==> config.mk <==
export PLATFORM = sky130hd
export DESIGN_NAME = uart_tx_buffered
export DESIGN_NICKNAME = d
export VERILOG_FILES = /design/src/rtl/uart_pkg.sv /design/src/rtl/uart_sync_fifo.sv /design/src/rtl/uart_tx_buffered.sv
export SDC_FILE = /design/constraint.sdc
export NUM_CORES = 1
export LEC_CHECK = 0
export CORE_UTILIZATION = 50
export CTS_CLUSTER_DIAMETER = 150
export DETAILED_ROUTE_END_ITERATION = 12
export GPL_TIMING_DRIVEN = 0
export HOLD_SLACK_MARGIN = 0.15
export PLACE_DENSITY = 0.78
export SLEW_MARGIN = 20
export SYNTH_ARGS = -nofsm -noshare
export SYNTH_HDL_FRONTEND = slang
export SYNTH_SLANG_ARGS = --single-unit
==> constraint.sdc <==
create_clock -name clk -period 2.8 [get_ports clk]
set_input_delay 0.42 -clock clk [delete_from_list [all_inputs] [get_ports clk]]
set_output_delay 0.42 -clock clk [all_outputs]
set_load 0.03 [all_outputs]
==> src/rtl/uart_pkg.sv <==
// uart_pkg -- shared definitions for the buffered UART transmitter.
//   PAR_NONE / PAR_EVEN / PAR_ODD : parity mode encodings for the PARITY parameter
//   tx_state_t                    : transmitter frame state
//   calc_div()                    : clocks per bit, never less than one
package uart_pkg;

  localparam int PAR_NONE = 0;
  localparam int PAR_EVEN = 1;
  localparam int PAR_ODD  = 2;

  typedef enum logic [2:0] {
    ST_IDLE,
    ST_START,
    ST_DATA,
    ST_PARITY,
    ST_STOP
  } tx_state_t;

  // A baud rate above the clock rate would give a zero quotient; clamp so
  // every bit still lasts one clock.
  function automatic int calc_div(input int clk_freq, input int baud_rate);
    int q;
    q = clk_freq / baud_rate;
    return (q == 0) ? 1 : q;
  endfunction

endpackage

==> src/rtl/uart_sync_fifo.sv <==
// uart_sync_fifo -- single-clock FIFO with registered read data.
//   clk, rst        : clock, asynchronous active-high reset (empties the FIFO)
//   push, wr_data   : write request; ignored while full
//   pop, rd_data    : read request; ignored while empty. rd_data is loaded on
//                     the pop edge and then holds until the next pop.
//   full, empty     : occupancy flags
//   level           : number of stored words, 0..DEPTH
module uart_sync_fifo #(
  parameter int WIDTH = 8,
  parameter int DEPTH = 16
) (
  input  logic                     clk,
  input  logic                     rst,
  input  logic                     push,
  input  logic [WIDTH-1:0]         wr_data,
  input  logic                     pop,
  output logic [WIDTH-1:0]         rd_data,
  output logic                     full,
  output logic                     empty,
  output logic [$clog2(DEPTH):0]   level
);

  localparam int AW = $clog2(DEPTH);
  localparam int LW = AW + 1;

  logic [WIDTH-1:0] mem [DEPTH];
  logic [AW-1:0]    wr_ptr_reg;
  logic [AW-1:0]    rd_ptr_reg;
  logic [LW-1:0]    level_reg;
  logic [WIDTH-1:0] rd_data_reg;
  logic             do_push;
  logic             do_pop;

  assign full    = (level_reg == LW'(DEPTH));
  assign empty   = (level_reg == '0);
  assign do_push = push && !full;
  assign do_pop  = pop && !empty;
  assign level   = level_reg;
  assign rd_data = rd_data_reg;

  // Storage carries no reset so it maps onto RAM; validity is tracked by
  // the pointers and level alone.
  always_ff @(posedge clk) begin
    if (do_push) begin
      mem[wr_ptr_reg] <= wr_data;
    end
  end

  // A pop never targets the slot being written in the same cycle: a word is
  // only visible through level one cycle after its write, and a push while
  // full (the only way the pointers could coincide) is refused.
  always_ff @(posedge clk or posedge rst) begin
    if (rst) begin
      wr_ptr_reg  <= '0;
      rd_ptr_reg  <= '0;
      level_reg   <= '0;
      rd_data_reg <= '0;
    end else begin
      if (do_push) begin
        wr_ptr_reg <= wr_ptr_reg + AW'(1);
      end
      if (do_pop) begin
        rd_ptr_reg  <= rd_ptr_reg + AW'(1);
        rd_data_reg <= mem[rd_ptr_reg];
      end
      case ({do_push, do_pop})
        2'b10:   level_reg <= level_reg + LW'(1);
        2'b01:   level_reg <= level_reg - LW'(1);
        default: level_reg <= level_reg;
      endcase
    end
  end

endmodule

==> src/rtl/uart_tx_buffered.sv <==
// uart_tx_buffered -- UART transmitter fed from an input FIFO.
//   clk, rst    : clock, asynchronous active-high reset (aborts frame, empties FIFO)
//   s_valid     : write request for s_data
//   s_data      : payload, sent LSB first
//   s_ready     : FIFO has room this cycle
//   tx_enable   : permission to start a new frame (a running frame always completes)
//   serial_out  : registered line, idle high
//   busy        : a frame is in progress
//   tx_done     : one-cycle pulse after the last stop bit of a frame
//   fifo_level  : FIFO occupancy
module uart_tx_buffered
  import uart_pkg::*;
#(
  parameter int CLK_FREQ   = 50_000_000,
  parameter int BAUD_RATE  = 115200,
  parameter int DATA_BITS  = 8,
  parameter int PARITY     = 0,
  parameter int STOP_BITS  = 1,
  parameter int FIFO_DEPTH = 16
) (
  input  logic                          clk,
  input  logic                          rst,
  input  logic                          s_valid,
  input  logic [DATA_BITS-1:0]          s_data,
  output logic                          s_ready,
  input  logic                          tx_enable,
  output logic                          serial_out,
  output logic                          busy,
  output logic                          tx_done,
  output logic [$clog2(FIFO_DEPTH):0]   fifo_level
);

  localparam int DIV      = calc_div(CLK_FREQ, BAUD_RATE);
  localparam int STOP_LEN = STOP_BITS * DIV;
  localparam int CW       = $clog2(STOP_LEN + 1);
  localparam int BW       = $clog2(DATA_BITS);

  generate
    if (DATA_BITS < 5 || DATA_BITS > 9) begin : g_bad_data_bits
      $error("uart_tx_buffered: DATA_BITS must be in 5..9");
    end
    if (PARITY != PAR_NONE && PARITY != PAR_EVEN && PARITY != PAR_ODD) begin : g_bad_parity
      $error("uart_tx_buffered: PARITY must be 0, 1 or 2");
    end
    if (STOP_BITS != 1 && STOP_BITS != 2) begin : g_bad_stop_bits
      $error("uart_tx_buffered: STOP_BITS must be 1 or 2");
    end
    if (FIFO_DEPTH < 2 || (FIFO_DEPTH & (FIFO_DEPTH - 1)) != 0) begin : g_bad_depth
      $error("uart_tx_buffered: FIFO_DEPTH must be a power of two, at least 2");
    end
    if (CLK_FREQ < 1 || BAUD_RATE < 1) begin : g_bad_rate
      $error("uart_tx_buffered: CLK_FREQ and BAUD_RATE must be positive");
    end
  endgenerate

  tx_state_t            state_reg, state_next;
  logic [CW-1:0]        cnt_reg, cnt_next;
  logic [BW-1:0]        bit_idx_reg, bit_idx_next;
  logic                 serial_reg, serial_next;
  logic                 tx_done_reg, tx_done_next;
  logic                 pop;
  logic                 fifo_full;
  logic                 fifo_empty;
  logic                 can_start;
  logic                 bit_end;
  logic                 stop_end;
  logic                 parity_bit;
  logic [DATA_BITS-1:0] word;

  // The FIFO's registered read port only changes on a pop, and pops happen
  // only when a frame starts, so rd_data serves as the frame's data register.
  uart_sync_fifo #(
    .WIDTH (DATA_BITS),
    .DEPTH (FIFO_DEPTH)
  ) u_fifo (
    .clk     (clk),
    .rst     (rst),
    .push    (s_valid),
    .wr_data (s_data),
    .pop     (pop),
    .rd_data (word),
    .full    (fifo_full),
    .empty   (fifo_empty),
    .level   (fifo_level)
  );

  assign s_ready    = !fifo_full;
  assign can_start  = !fifo_empty && tx_enable;
  assign bit_end    = (cnt_reg == CW'(DIV - 1));
  assign stop_end   = (cnt_reg == CW'(STOP_LEN - 1));
  assign parity_bit = (PARITY == PAR_ODD) ? ~(^word) : (^word);

  always_ff @(posedge clk or posedge rst) begin
    if (rst) begin
      state_reg   <= ST_IDLE;
      cnt_reg     <= '0;
      bit_idx_reg <= '0;
      serial_reg  <= 1'b1;
      tx_done_reg <= 1'b0;
    end else begin
      state_reg   <= state_next;
      cnt_reg     <= cnt_next;
      bit_idx_reg <= bit_idx_next;
      serial_reg  <= serial_next;
      tx_done_reg <= tx_done_next;
    end
  end

  always_comb begin
    state_next   = state_reg;
    cnt_next     = cnt_reg + CW'(1);
    bit_idx_next = bit_idx_reg;
    tx_done_next = 1'b0;
    pop          = 1'b0;
    serial_next  = 1'b1;

    case (state_reg)
      ST_IDLE: begin
        cnt_next = '0;
        if (can_start) begin
          pop        = 1'b1;
          state_next = ST_START;
        end
      end
      ST_START: begin
        if (bit_end) begin
          cnt_next     = '0;
          bit_idx_next = '0;
          state_next   = ST_DATA;
        end
      end
      ST_DATA: begin
        if (bit_end) begin
          cnt_next = '0;
          if (bit_idx_reg == BW'(DATA_BITS - 1)) begin
            state_next = (PARITY != PAR_NONE) ? ST_PARITY : ST_STOP;
          end else begin
            bit_idx_next = bit_idx_reg + BW'(1);
          end
        end
      end
      ST_PARITY: begin
        if (bit_end) begin
          cnt_next   = '0;
          state_next = ST_STOP;
        end
      end
      ST_STOP: begin
        // All stop bits are timed as one interval.
        if (stop_end) begin
          cnt_next     = '0;
          tx_done_next = 1'b1;
          if (can_start) begin
            pop        = 1'b1;
            state_next = ST_START;
          end else begin
            state_next = ST_IDLE;
          end
        end
      end
      default: begin
        cnt_next   = '0;
        state_next = ST_IDLE;
      end
    endcase

    // The line is registered, so it is computed from the state being entered.
    case (state_next)
      ST_START:  serial_next = 1'b0;
      ST_DATA:   serial_next = word[bit_idx_next];
      ST_PARITY: serial_next = parity_bit;
      default:   serial_next = 1'b1;
    endcase
  end

  assign serial_out = serial_reg;
  assign busy       = (state_reg != ST_IDLE);
  assign tx_done    = tx_done_reg;

endmodule
==> impl_metrics.yaml, run 1 <==
yosys:
  yosysWarningCount: 0
  ys_types: 42
  synth_xor_area_frac: 0.0317
  synth_top_family_by_area: "multiplexers"
  synth-adder-area-share: 0.0246
  synth-edff-count: 128
  synth_compound_area_frac: 0.0297
  synthSimpleGateAreaFrac: 0.0534
  syn_avg_cell_area_um2: 17.9
  yosysSeqAreaShare: 0.694
  ys_ff_latch: 166
  netlist_instances: 387
  synthFlopType: "edfxtp_1"
  synth_nets: 412
  synth.area.mux_share: 0.150
  async_reset_ff_frac: 0.229
  synth_area_mm2: 0.00691
worst_setup_path:
  end_kind: "flop"
  critPathKind: "flop to flop"
  worst_path_largest_cell_delay_ns: 0.38
  crit_path_top_delay_cell: "dfrtp_1"
  cp_cell_sequence: "inv_1 -> ha_1 -> and4b_1 -> nand4_4 -> a221oi_4 -> buf_6 -> ha_4 -> ha_4 -> a21o_1 -> a21oi_2 -> xor2_1 -> nor2_1 -> xor2_1"
  required_ns: 3.10
  crit_arrival_ns: 2.96
  start_kind: "flop"
  critical_path.max_fanout: 5
routing:
  totalWireLength_mm: 13.3
  vias: 3586
  wl_per_cell_um: 21.4
  initialDrtViolationCount: 288
  vias_per_cell: 5.77
  ant_nets: 0
  drc: 0
  drt_first_pass_iters: 5
place:
  dpl.cell_count: 583
  io_buffers: 20
  dp.final_hpwl_mm: 8.67
  dpl_cell_area_mm2: 0.00743
  place_congestion: 0.835
sta:
  setup_tns_ns: 0
  drv_slew: 0
  fin_worst_skew_ns: 0.00685
  worst_pin_slew_ns: 0.905
  hold_viol: 0
  max_slew_margin: 0.394
  hold_ws_ns: 0.464
  setup_viol: 0
  period_minus_slack_ns: 2.66
  final.period_utilization: 0.949
  max_freq_mhz: 377
pwr:
  p_leak_nw: 2.74
  ir_drop_uv: 629
  p_per_area_mw_per_mm2: 983
global_routing:
  grt_pass1_wl_mm: 20.9
  antenna_found_initial: 0
  overflow: 0
  first_global_vias: 3764
  grt_max_degree: 39
  grt_usage: 0.205
cts:
  clkLatencyLatePin_ns: 0.43
  clk_pin_slew_ns: 0.06
  cts_root_buffer: "clkbuf_16"
  ctsHoldBuffers: 0
  htree_levels: 4
  cts_max_path_buffers: 2
  cts_tree: "done"
  cts.sinks: 166
  cts_buffers: 17
finish:
  largest_reg_flops: 128
  stdcell_area_mm2: 0.00799
  syn2layout_area_growth_pct: 15.6
  layout-drive-gt1-share: 0.245
  nets: 457
  diodes: 0
  nFillCells: 970
  post-route-util: 0.599
  instances_no_fill: 621
die:
  rows: 42
  pin_count: 21
  dieArea_mm2: 0.0143
  die_y_um: 120
  start_util: 0.518
  die_w_um: 120
  fp.coreArea_mm2: 0.0133
job:
  maxCapViolCount: 0
run_status:
  outcome: "completed"
worst_hold_path:
  hold_path.class: "input port to asynchronous set/reset pin"
==> synth_stat cells, types with 4 or more instances <==
| cell | instances | area (um2) |
|---|---|---|
| clkbuf_1 | 10 | 37.5 |
| nand2_1 | 16 | 60.1 |
| dfrtp_1 | 37 | 926 |
| xnor2_1 | 18 | 158 |
| buf_2 | 5 | 25.0 |
| o21ai_0 | 6 | 30.0 |
| ha_1 | 12 | 150 |
| nand2b_1 | 4 | 25.0 |
| a21oi_1 | 6 | 30.0 |
| nor2_1 | 30 | 113 |
| edfxtp_1 | 128 | 3840 |
| nand3_1 | 8 | 40.0 |
| xor2_1 | 7 | 61.3 |
| mux4_2 | 40 | 901 |
| inv_1 | 10 | 37.5 |
| nor3_1 | 6 | 30.0 |
| mux2_2 | 10 | 113 |
==> cell families after synthesis <==
kind of cell | Yosys count
AO/OA/AOI/OAI | 25
XOR/XNOR | 25
adder cells (fa/ha/maj) | 13
buffers and inverters | 29
flip-flops | 166
multiplexers | 52
AND/OR/NAND/NOR | 77
==> metrics by stage <==
| step | setup WS (ns) | total power, W |
|---|---|---|
| after floorplan | 0.00920 | 0.00512 |
| after global placement | -0.221 | 0.00569 |
| after detailed placement | -0.232 | 0.00582 |
| after CTS | 0.00113 | 0.00791 |
| after global routing | -0.0175 | 0.00823 |
| final | 0.144 | 0.00786 |
==> worst max-delay path, delay by kind of cell (launching register included) <==
family / cells / cell delay (ns)
adder cells (fa/ha/maj): 3 / 0.50
AND/OR/NAND/NOR: 3 / 0.47
XOR/XNOR: 2 / 0.31
flip-flops: 1 / 0.38
buffers and inverters: 2 / 0.21
AO/OA/AOI/OAI: 3 / 0.67
==> final cells by class <==
| cell class | count | area, um2 | area share |
|---|---|---|---|
| Clock inverter | 13 | 83.8 | 0.0105 |
| Timing Repair Buffer | 28 | 260 | 0.0326 |
| Inverter | 10 | 37.5 | 0.00470 |
| Buffer | 17 | 76.3 | 0.00955 |
| Clock buffer | 19 | 433 | 0.0542 |
| Tap cell | 176 | 220 | 0.0275 |
| Multi-Input combinational cell | 192 | 2090 | 0.261 |
| Sequential cell | 166 | 4800 | 0.600 |
==> cell usage in the layout (no fill, tap or decap), types with 2 or more instances in the layout <==
cell / instances
buf_4: 8
xor2_1: 7
a211oi_1: 2
xnor2_1: 18
nand4_1: 3
clkbuf_1: 11
nand3_1: 8
nand2b_1: 4
clkbuf_16: 17
mux4_2: 40
buf_2: 4
nor3_1: 2
nand2_1: 15
clkdlybuf4s50_1: 20
clkinvlp_4: 2
dfrtp_1: 37
clkinv_1: 4
ha_4: 2
nor2b_1: 2
o21ai_0: 6
clkinv_4: 4
edfxtp_1: 128
a21o_1: 2
a21oi_1: 5
inv_1: 9
clkinv_2: 2
buf_1: 3
nor2_1: 29
ha_1: 10
nor3_2: 4
mux2_2: 10
==> where the power goes <==
part / leakage [nW] / internal (W) / total [W] / switching [W]
logic: 0.859 / 0.00122 / 0.00253 / 0.00131
clock network: 0.247 / 0.00112 / 0.00203 / 0.000909
registers: 1.63 / 0.00306 / 0.00329 / 0.000231
==> path summary, 6_finish.rpt <==
check,start,endpoint,slack [ns],cells after the start
worst max-delay path,cnt_reg[1]$_DFF_PP0_,u_fifo.level[4]$_DFFE_PP0P_,0.14,13
min in group clk,u_fifo.level[4]$_DFFE_PP0P_,u_fifo.level[4]$_DFFE_PP0P_,0.55,1
max in group asynchronous,rst,cnt_reg[8]$_DFF_PP0_,1.83,2
worst min register to register,u_fifo.level[4]$_DFFE_PP0P_,u_fifo.level[4]$_DFFE_PP0P_,0.55,1
worst min-delay path,rst,u_fifo.wr_ptr_reg[3]$_DFFE_PP0P_,0.46,2
worst max register to register,cnt_reg[1]$_DFF_PP0_,u_fifo.level[4]$_DFFE_PP0P_,0.14,13
==> repair_timing <==
action	in CTS	in global routing
pin swaps	1	3
buffers inserted	5	3
resized for setup	0	1
endpoints found under the setup margin	3	2
==> routing by layer <==
metal,part of all wire,vias to the layer above,track usage
li1,-,1594,-
met5,0,-,0
met4,0.020,0,0.0766
met1,0.40,1839,0.251
met3,0.058,20,0.0575
met2,0.52,133,0.346
Power figures use the tool's default switching activity.
==> run 2, diff against run 1 <==
--- a/config.mk
+++ b/config.mk
@@ -10,7 +10,7 @@
 export DETAILED_ROUTE_END_ITERATION = 12
 export GPL_TIMING_DRIVEN = 0
 export HOLD_SLACK_MARGIN = 0.15
-export PLACE_DENSITY = 0.78
+export PLACE_DENSITY = 0.75
 export SLEW_MARGIN = 20
 export SYNTH_ARGS = -nofsm -noshare
 export SYNTH_HDL_FRONTEND = slang
==> constraint.sdc (replaced) <==
create_clock -name clk -period 2.7 [get_ports clk]
set_input_delay 0.405 -clock clk [delete_from_list [all_inputs] [get_ports clk]]
set_output_delay 0.405 -clock clk [all_outputs]
set_load 0.03 [all_outputs]
==> impl_metrics.yaml, run 2 (same netlist as run 1, synthesis figures left out) <==
global_routing:
  grt_use_met3: 0.0580
  met2_usage: 0.319
  overflow: 0
  grt_most_used_layer: "met2"
  antenna_found_initial: 0
  first_global_vias: 3690
  grt_usage: 0.199
  grt_max_degree: 27
  grt_pass1_wl_mm: 20.2
  gr-usage-met1: 0.251
cts:
  clkLatencyLatePin_ns: 0.43
  clk_pin_slew_ns: 0.06
  cts_buffers: 17
  cts_tree: "done"
  cts_max_path_buffers: 2
  cts.sinks: 166
  ctsHoldBuffers: 0
  cts_root_buffer: "clkbuf_16"
  htree_levels: 4
sta:
  max_freq_mhz: 375
  final.period_utilization: 0.987
  fin_ws_ns: 0.0361
  period_minus_slack_ns: 2.66
  rsz0062_at_grt: "yes"
  fin_worst_skew_ns: 0.00768
  hold_viol: 0
  drv_slew: 0
  max_slew_margin: 0.391
  setup_viol: 0
  hold_ws_ns: 0.248
  setup_tns_ns: 0
  worst_pin_slew_ns: 0.910
worst_setup_path:
  start_kind: "flop"
  end_kind: "flop"
  worst-r2r-setup-slack_ns: 0.04
  critical_path.max_fanout: 5
  crit_arrival_ns: 2.97
  critPathKind: "flop to flop"
  required_ns: 3.01
run_status:
  outcome: "completed"
worst_hold_path:
  hold_path.class: "input port to asynchronous set/reset pin"
pwr:
  swShare: 0.310
  p_int_w: 0.00572
  p_sw_w: 0.00257
  seqPwrFrac: 0.411
  combinationalPowerShare: 0.316
  p_leak_nw: 2.78
  ir_drop_uv: 615
  p_per_area_mw_per_mm2: 1030
  clkPwrFrac: 0.273
die:
  start_util: 0.518
  rows: 42
  fp.coreArea_mm2: 0.0133
  die_y_um: 120
  pin_count: 21
  dieArea_mm2: 0.0143
  die_w_um: 120
routing:
  ant_nets: 0
  drc: 0
  wl_per_cell_um: 20.2
  vias_per_cell: 5.63
  totalWireLength_mm: 12.7
  drt_first_pass_iters: 4
  vias: 3521
  initialDrtViolationCount: 289
finish:
  layout-drive-gt1-share: 0.269
  post-route-util: 0.606
  syn2layout_area_growth_pct: 17.0
  final_common_cell: "edfxtp_1"
  diodes: 0
  most-common-layout-cells: "edfxtp_1, mux4_2, dfrtp_1"
  stdcell_area_mm2: 0.00809
  nets: 462
  largest_reg_flops: 128
  nFillCells: 978
place:
  dpl_cell_area_mm2: 0.00745
  dp.final_hpwl_mm: 8.40
  place_ws_ns: -0.277
  place_congestion: 0.836
  io_buffers: 20
job:
  maxCapViolCount: 0
==> run 2: worst max-delay path, stage by stage, from the launching register on <==
cell and delay [ns]:
dfrtp_1 0.38, inv_1 0.06, ha_1 0.13, and4b_2 0.26
nand4_4 0.08, buf_6 0.14, a221oi_4 0.30, buf_6 0.16
ha_4 0.16, ha_4 0.21, a21o_1 0.16, a21oi_2 0.14
xor2_1 0.15, nor2_1 0.06, xor2_1 0.15
==> run 2: cell type report <==
cell class | count | area [um2] | share of cell area
Sequential cell | 166 | 4800 | 0.594
Multi-Input combinational cell | 192 | 2090 | 0.258
Clock buffer | 17 | 425 | 0.0526
Timing Repair Buffer | 31 | 295 | 0.0365
Tap cell | 176 | 220 | 0.0272
Clock inverter | 14 | 126 | 0.0156
Buffer | 19 | 92.6 | 0.0115
Inverter | 10 | 37.5 | 0.00464
==> run 2: path summary, 6_finish.rpt <==
| path | start | to | cells after the start |
|---|---|---|---|
| setup / recovery | cnt_reg[1]$_DFF_PP0_ | u_fifo.level[4]$_DFFE_PP0P_ | 14 |
| hold / removal | rst | cnt_reg[6]$_DFF_PP0_ | 2 |
| setup reg to reg | cnt_reg[1]$_DFF_PP0_ | u_fifo.level[4]$_DFFE_PP0P_ | 14 |
| hold reg to reg | u_fifo.level[4]$_DFFE_PP0P_ | u_fifo.level[4]$_DFFE_PP0P_ | 1 |
| max in group asynchronous | rst | u_fifo.rd_data[0]$_DFFE_PP0P_ | 3 |
| min in group clk | u_fifo.level[4]$_DFFE_PP0P_ | u_fifo.level[4]$_DFFE_PP0P_ | 1 |
==> run 2: per-stage QoR <==
| stage | power [W] | std cells |
|---|---|---|
| after global routing | 0.00870 | 625 |
| after detailed placement | 0.00605 | 584 |
| final | 0.00829 | 625 |
| after CTS | 0.00837 | 623 |
| after global placement | 0.00594 | 583 |
| after floorplan | 0.00531 | 387 |
==> run 2: per-layer routing <==
metal / part of all wire / vias to the layer above
met5: 0 / -
met4: 0.023 / 0
met3: 0.057 / 23
met2: 0.52 / 114
met1: 0.40 / 1789
li1: - / 1595
==> run 2: timing repair <==
| action | in CTS | in global routing |
|---|---|---|
| buffers inserted | 8 | 2 |
| resized for setup | 0 | 4 |
| setup endpoints to repair | 3 | 7 |
| pin swaps | 2 | 6 |
==> run 2: power groups by stage <==
stage,sequential (W),combinational (W),clock [W]
final,0.00341,0.00262,0.00226
after floorplan,0.00349,0.00182,0
after detailed placement,0.00347,0.00258,0
after global placement,0.00344,0.00250,0
after global routing,0.00346,0.00284,0.00240
after CTS,0.00341,0.00265,0.00231
